$ cat src/rtl/tile_harness_ctrl.sv
// Host-to-tile command issuer with a first-word-fall-through result FIFO.
// Optional watchdog: define TILE_HARNESS_TIMEOUT_EN.
module tile_harness_ctrl #(
  parameter int REG_WIDTH      = 32,
  parameter int CSR_IN_WIDTH   = 16,
  parameter int CSR_OUT_WIDTH  = 16,
  parameter int FIFO_DEPTH     = 4,
  parameter int TIMEOUT_CYCLES = 1023
) (
  input  logic                     clk,
  input  logic                     arst_n,
  input  logic                     host_wr,
  input  logic [CSR_IN_WIDTH-1:0]  host_csr,
  input  logic [REG_WIDTH-1:0]     host_a,
  input  logic [REG_WIDTH-1:0]     host_b,
  output logic                     host_ready,
  output logic                     res_valid,
  output logic [CSR_OUT_WIDTH-1:0] res_csr,
  output logic [REG_WIDTH-1:0]     res_c,
  input  logic                     res_rd,
  input  logic                     clr_flags,
  output logic                     ovf_flag,
  output logic                     timeout_flag,
  output logic                     harness_en,
  output logic [CSR_IN_WIDTH-1:0]  csr_in,
  output logic [REG_WIDTH-1:0]     data_reg_a,
  output logic [REG_WIDTH-1:0]     data_reg_b,
  input  logic                     csr_in_re,
  input  logic [CSR_OUT_WIDTH-1:0] csr_out,
  input  logic [REG_WIDTH-1:0]     data_reg_c,
  input  logic                     csr_out_we
);

  localparam int PW = $clog2(FIFO_DEPTH);
  localparam int EW = CSR_OUT_WIDTH + REG_WIDTH;
  localparam logic [PW:0] DEPTH_C = (PW+1)'(FIFO_DEPTH);

  localparam logic [1:0] S_IDLE  = 2'd0;
  localparam logic [1:0] S_ISSUE = 2'd1;
  localparam logic [1:0] S_WAIT  = 2'd2;

  logic [1:0]              st_q, st_d;
  logic [CSR_IN_WIDTH-1:0] csr_q, csr_d;
  logic [REG_WIDTH-1:0]    a_q, a_d;
  logic [REG_WIDTH-1:0]    b_q, b_d;
  logic                    en_q, en_d;
  logic                    ovf_q;

  logic [EW-1:0] mem_q [FIFO_DEPTH];
  logic [PW-1:0] wp_q, rp_q;
  logic [PW:0]   cnt_q;
  logic          full, empty, pop, push, ovf_set, to_set;

  assign full    = (cnt_q == DEPTH_C);
  assign empty   = (cnt_q == '0);
  assign pop     = res_rd && !empty;
  assign push    = csr_out_we && (!full || pop);
  assign ovf_set = csr_out_we && full && !pop;

  assign host_ready = (st_q == S_IDLE) && !full;
  assign res_valid  = !empty;
  assign {res_csr, res_c} = empty ? '0 : mem_q[rp_q];
  assign harness_en = en_q;
  assign csr_in     = csr_q;
  assign data_reg_a = a_q;
  assign data_reg_b = b_q;
  assign ovf_flag   = ovf_q;

`ifdef TILE_HARNESS_TIMEOUT_EN
  localparam int TW = $clog2(TIMEOUT_CYCLES + 1);
  localparam logic [TW-1:0] TLAST = TW'(TIMEOUT_CYCLES - 1);
  logic [TW-1:0] tmr_q, tmr_d;
  logic          to_q;
  assign timeout_flag = to_q;
`else
  logic unused_timeout;
  assign unused_timeout = ^TIMEOUT_CYCLES;
  assign timeout_flag   = 1'b0;
`endif

  always_comb begin
    st_d   = st_q;
    csr_d  = csr_q;
    a_d    = a_q;
    b_d    = b_q;
    en_d   = en_q;
    to_set = 1'b0;
    unique case (st_q)
      S_IDLE: begin
        if (host_wr && host_ready) begin
          csr_d = host_csr;
          a_d   = host_a;
          b_d   = host_b;
          en_d  = 1'b1;
          st_d  = S_ISSUE;
        end
      end
      S_ISSUE: begin
        if (csr_in_re) begin
          csr_d = '0;
          a_d   = '0;
          b_d   = '0;
          if (csr_out_we) begin
            en_d = 1'b0;
            st_d = S_IDLE;
          end else begin
            st_d = S_WAIT;
          end
        end
      end
      S_WAIT: begin
        if (csr_out_we) begin
          en_d = 1'b0;
          st_d = S_IDLE;
        end
      end
      default: begin
        en_d = 1'b0;
        st_d = S_IDLE;
      end
    endcase
`ifdef TILE_HARNESS_TIMEOUT_EN
    // Completion on the expiry cycle wins over the watchdog
    tmr_d = tmr_q;
    if (st_q == S_IDLE) begin
      tmr_d = '0;
    end else if (st_d != S_IDLE) begin
      if (tmr_q == TLAST) begin
        csr_d  = '0;
        a_d    = '0;
        b_d    = '0;
        en_d   = 1'b0;
        st_d   = S_IDLE;
        to_set = 1'b1;
      end else begin
        tmr_d = tmr_q + 1'b1;
      end
    end
`endif
  end

  always_ff @(posedge clk) begin
    if (!arst_n) begin
      st_q  <= S_IDLE;
      csr_q <= '0;
      a_q   <= '0;
      b_q   <= '0;
      en_q  <= 1'b0;
      ovf_q <= 1'b0;
      wp_q  <= '0;
      rp_q  <= '0;
      cnt_q <= '0;
    end else begin
      st_q  <= st_d;
      csr_q <= csr_d;
      a_q   <= a_d;
      b_q   <= b_d;
      en_q  <= en_d;
      if (ovf_set) ovf_q <= 1'b1;
      else if (clr_flags) ovf_q <= 1'b0;
      if (push) wp_q <= wp_q + 1'b1;
      if (pop) rp_q <= rp_q + 1'b1;
      cnt_q <= cnt_q + {{PW{1'b0}}, push} - {{PW{1'b0}}, pop};
    end
  end

  always_ff @(posedge clk) begin
    if (arst_n && push) mem_q[wp_q] <= {csr_out, data_reg_c};
  end

`ifdef TILE_HARNESS_TIMEOUT_EN
  always_ff @(posedge clk) begin
    if (!arst_n) begin
      tmr_q <= '0;
      to_q  <= 1'b0;
    end else begin
      tmr_q <= tmr_d;
      if (to_set) to_q <= 1'b1;
      else if (clr_flags) to_q <= 1'b0;
    end
  end
`endif

endmodule

$ cat config.mk
export PLATFORM = sky130hd
export DESIGN_NAME = tile_harness_ctrl
export DESIGN_NICKNAME = d
export VERILOG_FILES = /design/src/rtl/tile_harness_ctrl.sv
export SDC_FILE = /design/constraint.sdc
export NUM_CORES = 1
export LEC_CHECK = 0
export ABC_AREA = 1
export CORE_AREA = 2 2 153 155
export DETAILED_ROUTE_END_ITERATION = 8
export DIE_AREA = 0 0 155 157
export GPL_TIMING_DRIVEN = 1
export PLACE_DENSITY = 0.78
export RECOVER_POWER = 25
export SETUP_SLACK_MARGIN = 0.4
export SLEW_MARGIN = 20
export SYNTH_ARGS = -nofsm -noshare
export SYNTH_HDL_FRONTEND = slang
export SYNTH_SLANG_ARGS = --single-unit
$ cat constraint.sdc
create_clock -name clk -period 4.6 [get_ports clk]
set_input_delay 1.38 -clock clk [delete_from_list [all_inputs] [get_ports clk]]
set_output_delay 1.38 -clock clk [all_outputs]
set_load 0.03 [all_outputs]
==> results_dict.tcl, run 1 <==
set metrics [dict create \
    synth-main-ff-cell "sky130_fd_sc_hd__edfxtp_1" \
    power.ir.vdd_worst_mv 0.411 \
    net-switching-power_w 0.00348 \
    cell_taking_the_most_area_after_synthesis "sky130_fd_sc_hd__edfxtp_1" \
    timing_worst_slew_pin_value_ns 0.699 \
    max_cap_violations 0 \
    timing.setup.critical_path_class "flip-flop to output pin" \
    postSynthRegisterBits 285 \
    total_wire_length_after_detailed_routing_um 27700 \
    worst_path_max_delay_cell "sky130_fd_sc_hd__clkdlybuf4s50_1" \
    clock_power_share_pct 24.7 \
    cts_sinks 285 \
    finalWeightedCongestion 0.825 \
    share_seq_of_total_power_pct 34.9 \
    dieArea_sq_um 24300 \
    drt_first_iter_violations 434 \
    syn_area_per_cell_sq_um 10.8 \
    period_needed_ns 4.05 \
    synth.lib_cells_used.distinct 27 \
    hpwl_after_detailed_placement_um 18500 \
    cts.path.max_buffers 3 \
    layout-drive-gt1-share_pct 7.64 \
    synth_cells 1019 \
    yosys-top-cells-area "sky130_fd_sc_hd__edfxtp_1, sky130_fd_sc_hd__dfxtp_1, sky130_fd_sc_hd__nor2_1" \
    final.fill_count 1716 \
    fraction_of_power_consumed_by_combinational_cells_pct 40.4 \
    via_per_inst 5.19 \
    run_status "finished clean" \
    critPathMaxFanout 54 \
    fp.dieH_um 157 \
    synth_top_area_share_pct 52.4 \
    rsz0062_at_grt "false" \
    floorplan.core_area_sq_um 22500 \
    row_count 55 \
    p_int_w 0.00567 \
    drt-wirelength-per-cell_um 17.5 \
    post-place-cells 1527 \
    buf_inv_on_cp 3 \
    final-seq-area_sq_um 7630 \
    totalNegativeSetupSlack_ns 0 \
    end_kind "output pin" \
    finalNonFillerCells 1585 \
    mappedNetlistArea_sq_um 11000 \
    max_stage_delay_ns 0.72 \
    final.setup_skew_ns 0.0100 \
    timing.slew.headroom_pct 53.3 \
    critical_path.startpoint_type "flip-flop" \
    die_width_um 155 \
    finalCritPeriodShare_pct 88.1 \
    synthTopCellsByCount "sky130_fd_sc_hd__nor2_1, sky130_fd_sc_hd__edfxtp_1, sky130_fd_sc_hd__nand2_1" \
    areaGrowthSynthToFinish_pct 34.8 \
    fin_ws_ns 0.549 \
    globalRouteOverflowTotal 0 \
    detail_route.first_pass.iterations 7 \
    cts_tree "built" \
    most_frequent_cell_after_synthesis "sky130_fd_sc_hd__nor2_1" \
    cp.required_ns 3.22 \
    grt_start_max_net_pins 81 \
    grt_use_total_pct 22.6 \
    clk_transition_reported_paths_ns 0.06 \
    ioPinCount 268 \
    grt_first_pass_wirelength_um 43400 \
    detailroute.via_count 8223 \
    min-delay-path-class "flip-flop to flip-flop" \
    cts_root_buf "sky130_fd_sc_hd__clkbuf_16" \
    drcViolationCount 0 \
    finalHoldViolations 0 \
    final-max-slew-violation-count 0 \
    synth_edf_count 192 \
    start_util_pct 48.9 \
    number_of_global_route_vias_before_repair 8270 \
    place_worst_setup_slack_ns 0.881 \
    timing.critical_path.cells "inv_2 -> buf_4 -> o21ai_0 -> a21oi_1 -> clkdlybuf4s50_1" \
    power_density_nw_per_um2 617 \
    grt_antenna_before_repair 4 \
    finish.utilization_pct 66.0 \
    critical_path.top_delay_family "buffers and inverters" \
    arrival_ns 2.67 \
    sw_frac_of_total_pct 38.0 \
    fmax_mhz 247 \
    synth-warning-count 0 \
    setup_viol_count_final 0 \
    leakage_power_nw 5.26 \
    placement.cell_area_sq_um 13900 \
    synth_seq_area_share_pct 69.3 \
    cts_inserted_buffers 29 \
    final_non_filler_cell_area_sq_um 14800 \
    cts.htree.levels 1 \
    postSynth.asyncResetShare_pct 0 \
    final_antenna_net_count 0 \
    buffer_ports.inserted 266 \
    multi_input_comb_area_sq_um 2970 \
    worst_skew_pair_latency_ns 0.53 \
    mappedNetlistNets 1163 \
    finalNetCount 1418 \
]
## through the flow
step	hold slack (ns)	power [W]
floorplan	0.482	0.00559
global placement	0.447	0.00691
CTS	0.461	0.00924
global route	0.477	0.00964
finish	0.459	0.00916
detailed placement	0.451	0.00695
## timing repair
item | CTS | global route
gates resized for setup | 0 | 5
pin swaps | 0 | 0
hold buffers | 0 | 0
setup endpoints to repair | 6 | 21
setup buffers | 1 | 0
## worst min-delay path: cells and delay by family (launching register included)
family	cells	cell delay, ns
flops	1	0.31
compound gates	1	0.05
simple gates	1	0.06
## kinds of logic (layout without fill, tap and decap cells)
| group | count (synthesis) | in the layout | synth area share (%) |
|---|---|---|---|
| and+or+nand+nor | 401 | 401 | 14.5 |
| other | 1 | 5 | 0.0341 |
| DFF | 285 | 285 | 69.3 |
| AOI/OAI and AO/OA | 234 | 234 | 10.9 |
| adders and majority gates | 9 | 9 | 1.09 |
| buffers and inverters | 88 | 365 | 4.06 |
| xor gates and xnor gates | 1 | 1 | 0.0796 |
## final cells by class
class,instances,area share [%]
Timing Repair Buffer,287,19.3
Clock buffer,34,5.15
Multi-Input combinational cell,646,20.0
Tap cell,285,2.40
Clock inverter,19,1.07
Antenna cell,4,0.0674
Sequential cell,285,51.4
Inverter,25,0.649
## flip-flops by register name, indices dropped and copies added (netlist names), named ones only
name        count
data_reg_a     32
st_q            2
data_reg_b     32
rp_q            2
mem_q         192
cnt_q           3
csr_in         16
ovf_flag        1
wp_q            2
harness_en      1
## placed cells by master (no fill, tap or decap), types with 4 or more instances in the layout
| master | netlist | final |
|---|---|---|
| sky130_fd_sc_hd__nand2_1 | 171 | 171 |
| sky130_fd_sc_hd__clkdlybuf4s50_1 | 0 | 224 |
| sky130_fd_sc_hd__o21ai_0 | 100 | 100 |
| sky130_fd_sc_hd__inv_1 | 24 | 21 |
| sky130_fd_sc_hd__clkbuf_16 | 0 | 29 |
| sky130_fd_sc_hd__clkinv_1 | 0 | 8 |
| sky130_fd_sc_hd__diode_2 | 0 | 4 |
| sky130_fd_sc_hd__dfxtp_1 | 93 | 91 |
| sky130_fd_sc_hd__ha_1 | 8 | 8 |
| sky130_fd_sc_hd__dlygate4sd3_1 | 0 | 40 |
| sky130_fd_sc_hd__edfxtp_1 | 192 | 192 |
| sky130_fd_sc_hd__nand2_2 | 12 | 12 |
| sky130_fd_sc_hd__nor2_1 | 208 | 204 |
| sky130_fd_sc_hd__buf_4 | 12 | 18 |
| sky130_fd_sc_hd__nor2_4 | 0 | 4 |
| sky130_fd_sc_hd__a21oi_1 | 125 | 125 |
| sky130_fd_sc_hd__a21oi_2 | 9 | 9 |
## per-layer routing
layer,vias up,GRT usage (%),share of wire [%]
li1,3960,-,-
met1,3892,26.7,38
met4,0,6.66,2.2
met2,327,39.1,50
met5,-,0,0
met3,44,8.07,10
## path summary, 6_finish.rpt
kind / from / slack [ns] / cells after the start / to
setup / recovery: flip-flop / 0.55 / 5 / res_c[20]
hold / removal: data_reg_a[26]$_SDFFE_PN0P_ / 0.46 / 2 / data_reg_a[26]$_SDFFE_PN0P_
setup reg to reg: cnt_q[1]$_SDFF_PN0_ / 2.26 / 9 / mem_q[3][43]$_DFFE_PP_
hold reg to reg: data_reg_a[26]$_SDFFE_PN0P_ / 0.46 / 2 / data_reg_a[26]$_SDFFE_PN0P_
## power groups by stage
stage	Sequential [W]	Combinational, W	Clock [W]
after global routing	0.00323	0.00400	0.00240
after detailed placement	0.00326	0.00369	0
after CTS	0.00319	0.00374	0.00230
after floorplan	0.00358	0.00201	0
after global placement	0.00324	0.00366	0
final	0.00319	0.00370	0.00226
Note: power is estimated with default switching activity, not from simulation.
==> run 2, diff against run 1 <==
==> constraint.sdc (replaced) <==
create_clock -name clk -period 3.88 [get_ports clk]
set_input_delay 1.164 -clock clk [delete_from_list [all_inputs] [get_ports clk]]
set_output_delay 1.164 -clock clk [all_outputs]
set_load 0.03 [all_outputs]
==> run 2 against run 1 <==
Non-clock buffer count down 7; clock power up 22%; power up 18%; register-to-register slack worse by 0.52 ns.
==> results_dict.tcl, run 2 (synthesis results as in run 1) <==
set metrics [dict create \
    finalNonFillerCells 1582 \
    layout-drive-gt1-share_pct 7.59 \
    rsz0062_at_grt "false" \
    finalWeightedCongestion 0.780 \
    detailroute.via_count 8118 \
    total_wire_length_after_detailed_routing_um 27100 \
    fp.dieH_um 157 \
    cts_sinks 285 \
    cts.hold.buffers_added 0 \
    critPathMaxFanout 64 \
    max_cap_violations 0 \
    worst_flop_to_flop_path_startpoint "cnt_q[1]$_SDFF_PN0_" \
    number_of_global_route_vias_before_repair 8153 \
    finalNetCount 1412 \
    hpwl_after_detailed_placement_um 17300 \
    final_non_filler_cell_area_sq_um 14900 \
    critical_path.startpoint_type "flip-flop" \
    period_needed_ns 3.36 \
    placement.cell_area_sq_um 13900 \
    cts_tree "built" \
    globalRouteOverflowTotal 0 \
    drcViolationCount 0 \
    grt_use_total_pct 21.9 \
    dieArea_sq_um 24300 \
    die_width_um 155 \
    cts.path.max_buffers 3 \
    hold_start "data_reg_a[28]$_SDFFE_PN0P_" \
    end_kind "output pin" \
    final_antenna_net_count 0 \
    worst_r2r_path_depth 9 \
    fmax_mhz 297 \
    grt_first_pass_wirelength_um 42000 \
    worst-r2r-setup-slack_ns 1.74 \
    finalHoldViolations 0 \
    final.setup_skew_ns 0.0107 \
    min-delay-path-class "flip-flop to flip-flop" \
    buffer_ports.inserted 266 \
    drt-wirelength-per-cell_um 17.1 \
    ioPinCount 268 \
    areaGrowthSynthToFinish_pct 35.2 \
    leading_cell_type_in_the_layout_fill_and_taps_excluded "sky130_fd_sc_hd__nor2_1" \
    post-place-cells 1521 \
    setup.worst_path.end "res_c[1]" \
    setup_viol_count_final 0 \
    cts.htree.levels 1 \
    final.fill_count 1713 \
    detail_route.first_pass.iterations 7 \
    start_util_pct 48.9 \
    cts_inserted_buffers 30 \
    run_status "finished clean" \
    number_of_flip_flops_in_the_largest_register 192 \
    largest-register "mem_q" \
    power.ir.vdd_worst_mv 0.420 \
    final-max-slew-violation-count 0 \
    leakage_power_nw 5.47 \
    grt_antenna_before_repair 5 \
    cp.required_ns 2.72 \
    arrival_ns 2.20 \
    finalCritPeriodShare_pct 86.7 \
    grt_start_max_net_pins 84 \
    floorplan.core_area_sq_um 22500 \
    power_density_nw_per_um2 724 \
    clk_transition_reported_paths_ns 0.06 \
    timing.setup.critical_path_class "flip-flop to output pin" \
    worst_skew_pair_latency_ns 0.54 \
    drt_first_iter_violations 475 \
    cts_root_buf "sky130_fd_sc_hd__clkbuf_16" \
    row_count 55 \
    via_per_inst 5.13 \
    reg2reg_to "mem_q[0][29]$_DFFE_PP_" \
    most-common-layout-cells "sky130_fd_sc_hd__nor2_1, sky130_fd_sc_hd__edfxtp_1, sky130_fd_sc_hd__clkdlybuf4s50_1, sky130_fd_sc_hd__nand2_1, sky130_fd_sc_hd__a21oi_1" \
]
-- run 2: metrics by stage --
step / TNS (ns) / utilization, % / total power [W] / hold WS [ns] / setup slack (ns)
floorplan: -16.76 / - / 0.00663 / 0.482 / -0.0873
global route: 0 / 66.2 / 0.0113 / 0.473 / 0.438
global placement: 0 / 61.9 / 0.00824 / 0.447 / 0.496
CTS: 0 / 66.0 / 0.0109 / 0.462 / 0.229
finish: 0 / 66.2 / 0.0108 / 0.460 / 0.518
detailed placement: 0 / 61.9 / 0.00829 / 0.454 / 0.409
-- run 2: final cells by class --
| cell class | count | area (sq um) | area share, % |
|---|---|---|---|
| flip-flops and latches | 285 | 7630 | 51.3 |
| clock buffers | 44 | 898 | 6.03 |
| multi-input cells | 646 | 2970 | 19.9 |
| repair buffers | 280 | 2840 | 19.1 |
| well taps | 285 | 357 | 2.39 |
| inverters | 25 | 101 | 0.681 |
| clock inverters | 12 | 78.8 | 0.529 |
| diodes | 5 | 12.5 | 0.0840 |
-- run 2: per-layer routing --
metal  vias up  track usage (%)  wire [um]
li1       3952                -          -
met1      3793             26.2      10500
met2       332             37.3      13200
met3        41             8.43       2940
met4         0             6.13        543
met5         -                0          0
-- run 2: where the power goes --
part	internal (W)	switching, W	total (W)
logic	0.00143	0.00282	0.00425
registers	0.00360	0.000177	0.00378
clock network	0.00166	0.00110	0.00276
-- run 2: repair_timing --
action / in CTS / in global routing
endpoints found under the setup margin: 45 / 10
buffers inserted: 0 / 0
cloned: 0 / 0
resized for setup: 42 / 10
-- run 2: worst min-delay path by stage --
stage | endpoint | slack, ns | depth (start not counted)
CTS | data_reg_a[4]$_SDFFE_PN0P_ | 0.46 | 2
global placement | csr_in[9]$_SDFFE_PN0P_ | 0.45 | 2
detailed placement | data_reg_b[22]$_SDFFE_PN0P_ | 0.45 | 2
finish | data_reg_a[28]$_SDFFE_PN0P_ | 0.46 | 2
global route | data_reg_b[18]$_SDFFE_PN0P_ | 0.47 | 2
floorplan | st_q[1]$_SDFFE_PN0P_ | 0.48 | 2
-- run 2: critical path, cell delays in order (launching register included) --
cell                            delay (ns)
sky130_fd_sc_hd__dfxtp_4              0.40
sky130_fd_sc_hd__buf_12               0.28
sky130_fd_sc_hd__nor2_1               0.09
sky130_fd_sc_hd__nor2_1               0.10
sky130_fd_sc_hd__o21ai_0              0.13
sky130_fd_sc_hd__a21oi_1              0.21
sky130_fd_sc_hd__dlygate4sd2_1        0.42
==> run 3, diff against run 2 <==
--- a/config.mk
+++ b/config.mk
@@ -6,11 +6,13 @@
 export NUM_CORES = 1
 export LEC_CHECK = 0
 export ABC_AREA = 1
-export CORE_AREA = 2 2 153 155
+export CELL_PAD_IN_SITES_DETAIL_PLACEMENT = 1
+export CELL_PAD_IN_SITES_GLOBAL_PLACEMENT = 1
+export CORE_AREA = 2 2 174 176
 export DETAILED_ROUTE_END_ITERATION = 8
-export DIE_AREA = 0 0 155 157
+export DIE_AREA = 0 0 176 178
 export GPL_TIMING_DRIVEN = 1
-export PLACE_DENSITY = 0.78
+export PLACE_DENSITY = 0.77
 export RECOVER_POWER = 25
 export SETUP_SLACK_MARGIN = 0.4
 export SLEW_MARGIN = 20
==> run 3 against run 2 <==
First-iteration DRC count fell by 19%; critical path depth did not move; setup slack got worse by 0.026 ns; wire length rose by 17%; sequential share of layout area fell by 0.10 points; sequential cell count did not move; cell area rose by 0.17%; largest cell class unchanged.
==> results_dict.tcl, run 3 (synthesis results as in run 1) <==
set metrics [dict create \
    detail_route.first_pass.iterations 5 \
    grt_start_max_net_pins 81 \
    most-common-layout-cells "sky130_fd_sc_hd__nor2_1, sky130_fd_sc_hd__edfxtp_1, sky130_fd_sc_hd__clkdlybuf4s50_1, sky130_fd_sc_hd__nand2_1, sky130_fd_sc_hd__a21oi_1" \
    floorplan.core_area_sq_um 29400 \
    row_count 63 \
    hpwl_after_detailed_placement_um 20900 \
    grt_antenna_before_repair 4 \
    post-place-cells 1629 \
    report.power.total_w 0.0109 \
    fp.dieH_um 178 \
    power_density_nw_per_um2 731 \
    critical_path.startpoint_type "flip-flop" \
    die_width_um 176 \
    drt_first_iter_violations 383 \
    finalWeightedCongestion 0.772 \
    timing.slew.headroom_pct 59.1 \
    largest-register "mem_q" \
    finalNonFillerCells 1687 \
    layout-drive-gt1-share_pct 9.81 \
    drcViolationCount 0 \
    areaGrowthSynthToFinish_pct 35.5 \
    groute.layer.met1.usage_pct 23.1 \
    cts_sinks 285 \
    cts_inserted_buffers 31 \
    detailroute.via_count 8247 \
    cts.htree.levels 1 \
    grt_util_met3_pct 7.27 \
    finish.utilization_pct 50.7 \
    power.ir.vdd_worst_mv 0.410 \
    number_of_flip_flops_in_the_largest_register 192 \
    start_util_pct 37.5 \
    final.setup_skew_ns 0.0116 \
    final-seq-area_sq_um 7630 \
    dieArea_sq_um 31300 \
    met2_usage_pct 36.2 \
    rsz0062_at_grt "true" \
    cts_root_buf "sky130_fd_sc_hd__clkbuf_16" \
    grt_use_total_pct 20.2 \
    final-max-slew-violation-count 0 \
    via_per_inst 4.89 \
    cts.path.max_buffers 3 \
    final_antenna_net_count 0 \
    timing_worst_slew_pin_value_ns 0.613 \
    cts_tree "built" \
    arrival_ns 2.22 \
    multi_input_comb_area_sq_um 2970 \
    drt-wirelength-per-cell_um 18.8 \
    number_of_global_route_vias_before_repair 9039 \
    run_status "finished clean" \
    cp.required_ns 2.72 \
    buffer_ports.inserted 266 \
    finalNetCount 1417 \
    min-delay-path-class "flip-flop to flip-flop" \
    grt_most_used_layer "met2" \
    final.fill_count 3131 \
    clk_transition_reported_paths_ns 0.06 \
    finalCritPeriodShare_pct 87.3 \
    critPathMaxFanout 25 \
    grt_first_pass_wirelength_um 49500 \
    total_wire_length_after_detailed_routing_um 31700 \
    leakage_power_nw 5.30 \
    fmax_mhz 295 \
    ioPinCount 268 \
    worst_skew_pair_latency_ns 0.56 \
    finalHoldViolations 0 \
    globalRouteOverflowTotal 0 \
    timing.setup.critical_path_class "flip-flop to output pin" \
    leading_cell_type_in_the_layout_fill_and_taps_excluded "sky130_fd_sc_hd__nor2_1" \
    max_cap_violations 0 \
    end_kind "output pin" \
    period_needed_ns 3.39 \
    setup_viol_count_final 0 \
]
==> run 3: cell count changes in the layout (fill, tap and decap cells not counted), sizes merged, moves of 3 or more <==
cell           change
dlygate4sd2       -33
clkbuf            +21
clkdlybuf4s15     +12
dlymetal6s2s       -7
buf                +6
diode              -3
==> run 3: where the power goes <==
part / total, W / switching (W) / internal (W)
Sequential: 0.00379 / 0.000186 / 0.00360
Combinational: 0.00438 / 0.00292 / 0.00146
Clock: 0.00273 / 0.00115 / 0.00159
Total: 0.0109 / 0.00425 / 0.00665
==> run 3: path summary, 6_finish.rpt <==
path	slack (ns)	start	to	depth (start not counted)
worst max-delay path	0.49	cnt_q[2]$_SDFF_PN0_	res_c[26]	6
worst min register to register	0.46	data_reg_a[5]$_SDFFE_PN0P_	data_reg_a[5]$_SDFFE_PN0P_	2
worst min-delay path	0.46	data_reg_a[5]$_SDFFE_PN0P_	data_reg_a[5]$_SDFFE_PN0P_	2
worst max register to register	1.64	cnt_q[1]$_SDFF_PN0_	mem_q[1][44]$_DFFE_PP_	9
==> run 3: repair_timing <==
action	4_1_cts	5_1_grt
buffers inserted	1	0
hold buffers	0	0
gates resized for setup	51	69
endpoints found under the setup margin	46	45
==> run 3: worst max-delay path, stage by stage (launching register included) <==
cell and delay (ns):
sky130_fd_sc_hd__dfxtp_1 0.38, sky130_fd_sc_hd__inv_1 0.07, sky130_fd_sc_hd__nand2_1 0.20, sky130_fd_sc_hd__bufinv_16 0.26, sky130_fd_sc_hd__buf_4 0.20, sky130_fd_sc_hd__a21oi_1 0.16, sky130_fd_sc_hd__clkdlybuf4s15_1 0.39
==> run 3: per-layer routing <==
metal,vias up,routed length (um)
li1,3953,-
met1,3990,12400
met2,273,15800
met3,31,3050
met4,0,468
met5,-,0
==> run 3: cell type report <==
| cell class | instances | share of cell area [%] |
|---|---|---|
| clock buffers | 39 | 5.40 |
| inverters | 25 | 0.822 |
| multi-input cells | 646 | 19.9 |
| repair buffers | 284 | 18.5 |
| diodes | 2 | 0.0335 |
| clock inverters | 16 | 0.855 |
| well taps | 390 | 3.27 |
| flip-flops and latches | 285 | 51.2 |
==> run 3: metrics by stage <==
stage | area (sq um) | worst slack, ns | setup TNS, ns | hold WS, ns
final | 14900 | 0.492 | 0 | 0.463
after global routing | 14900 | 0.365 | 0 | 0.482
after CTS | 15000 | 0.381 | 0 | 0.464
after detailed placement | 14100 | 0.443 | 0 | 0.455
after global placement | 14100 | 0.539 | 0 | 0.447
after floorplan | 11000 | -0.0873 | -16.76 | 0.482
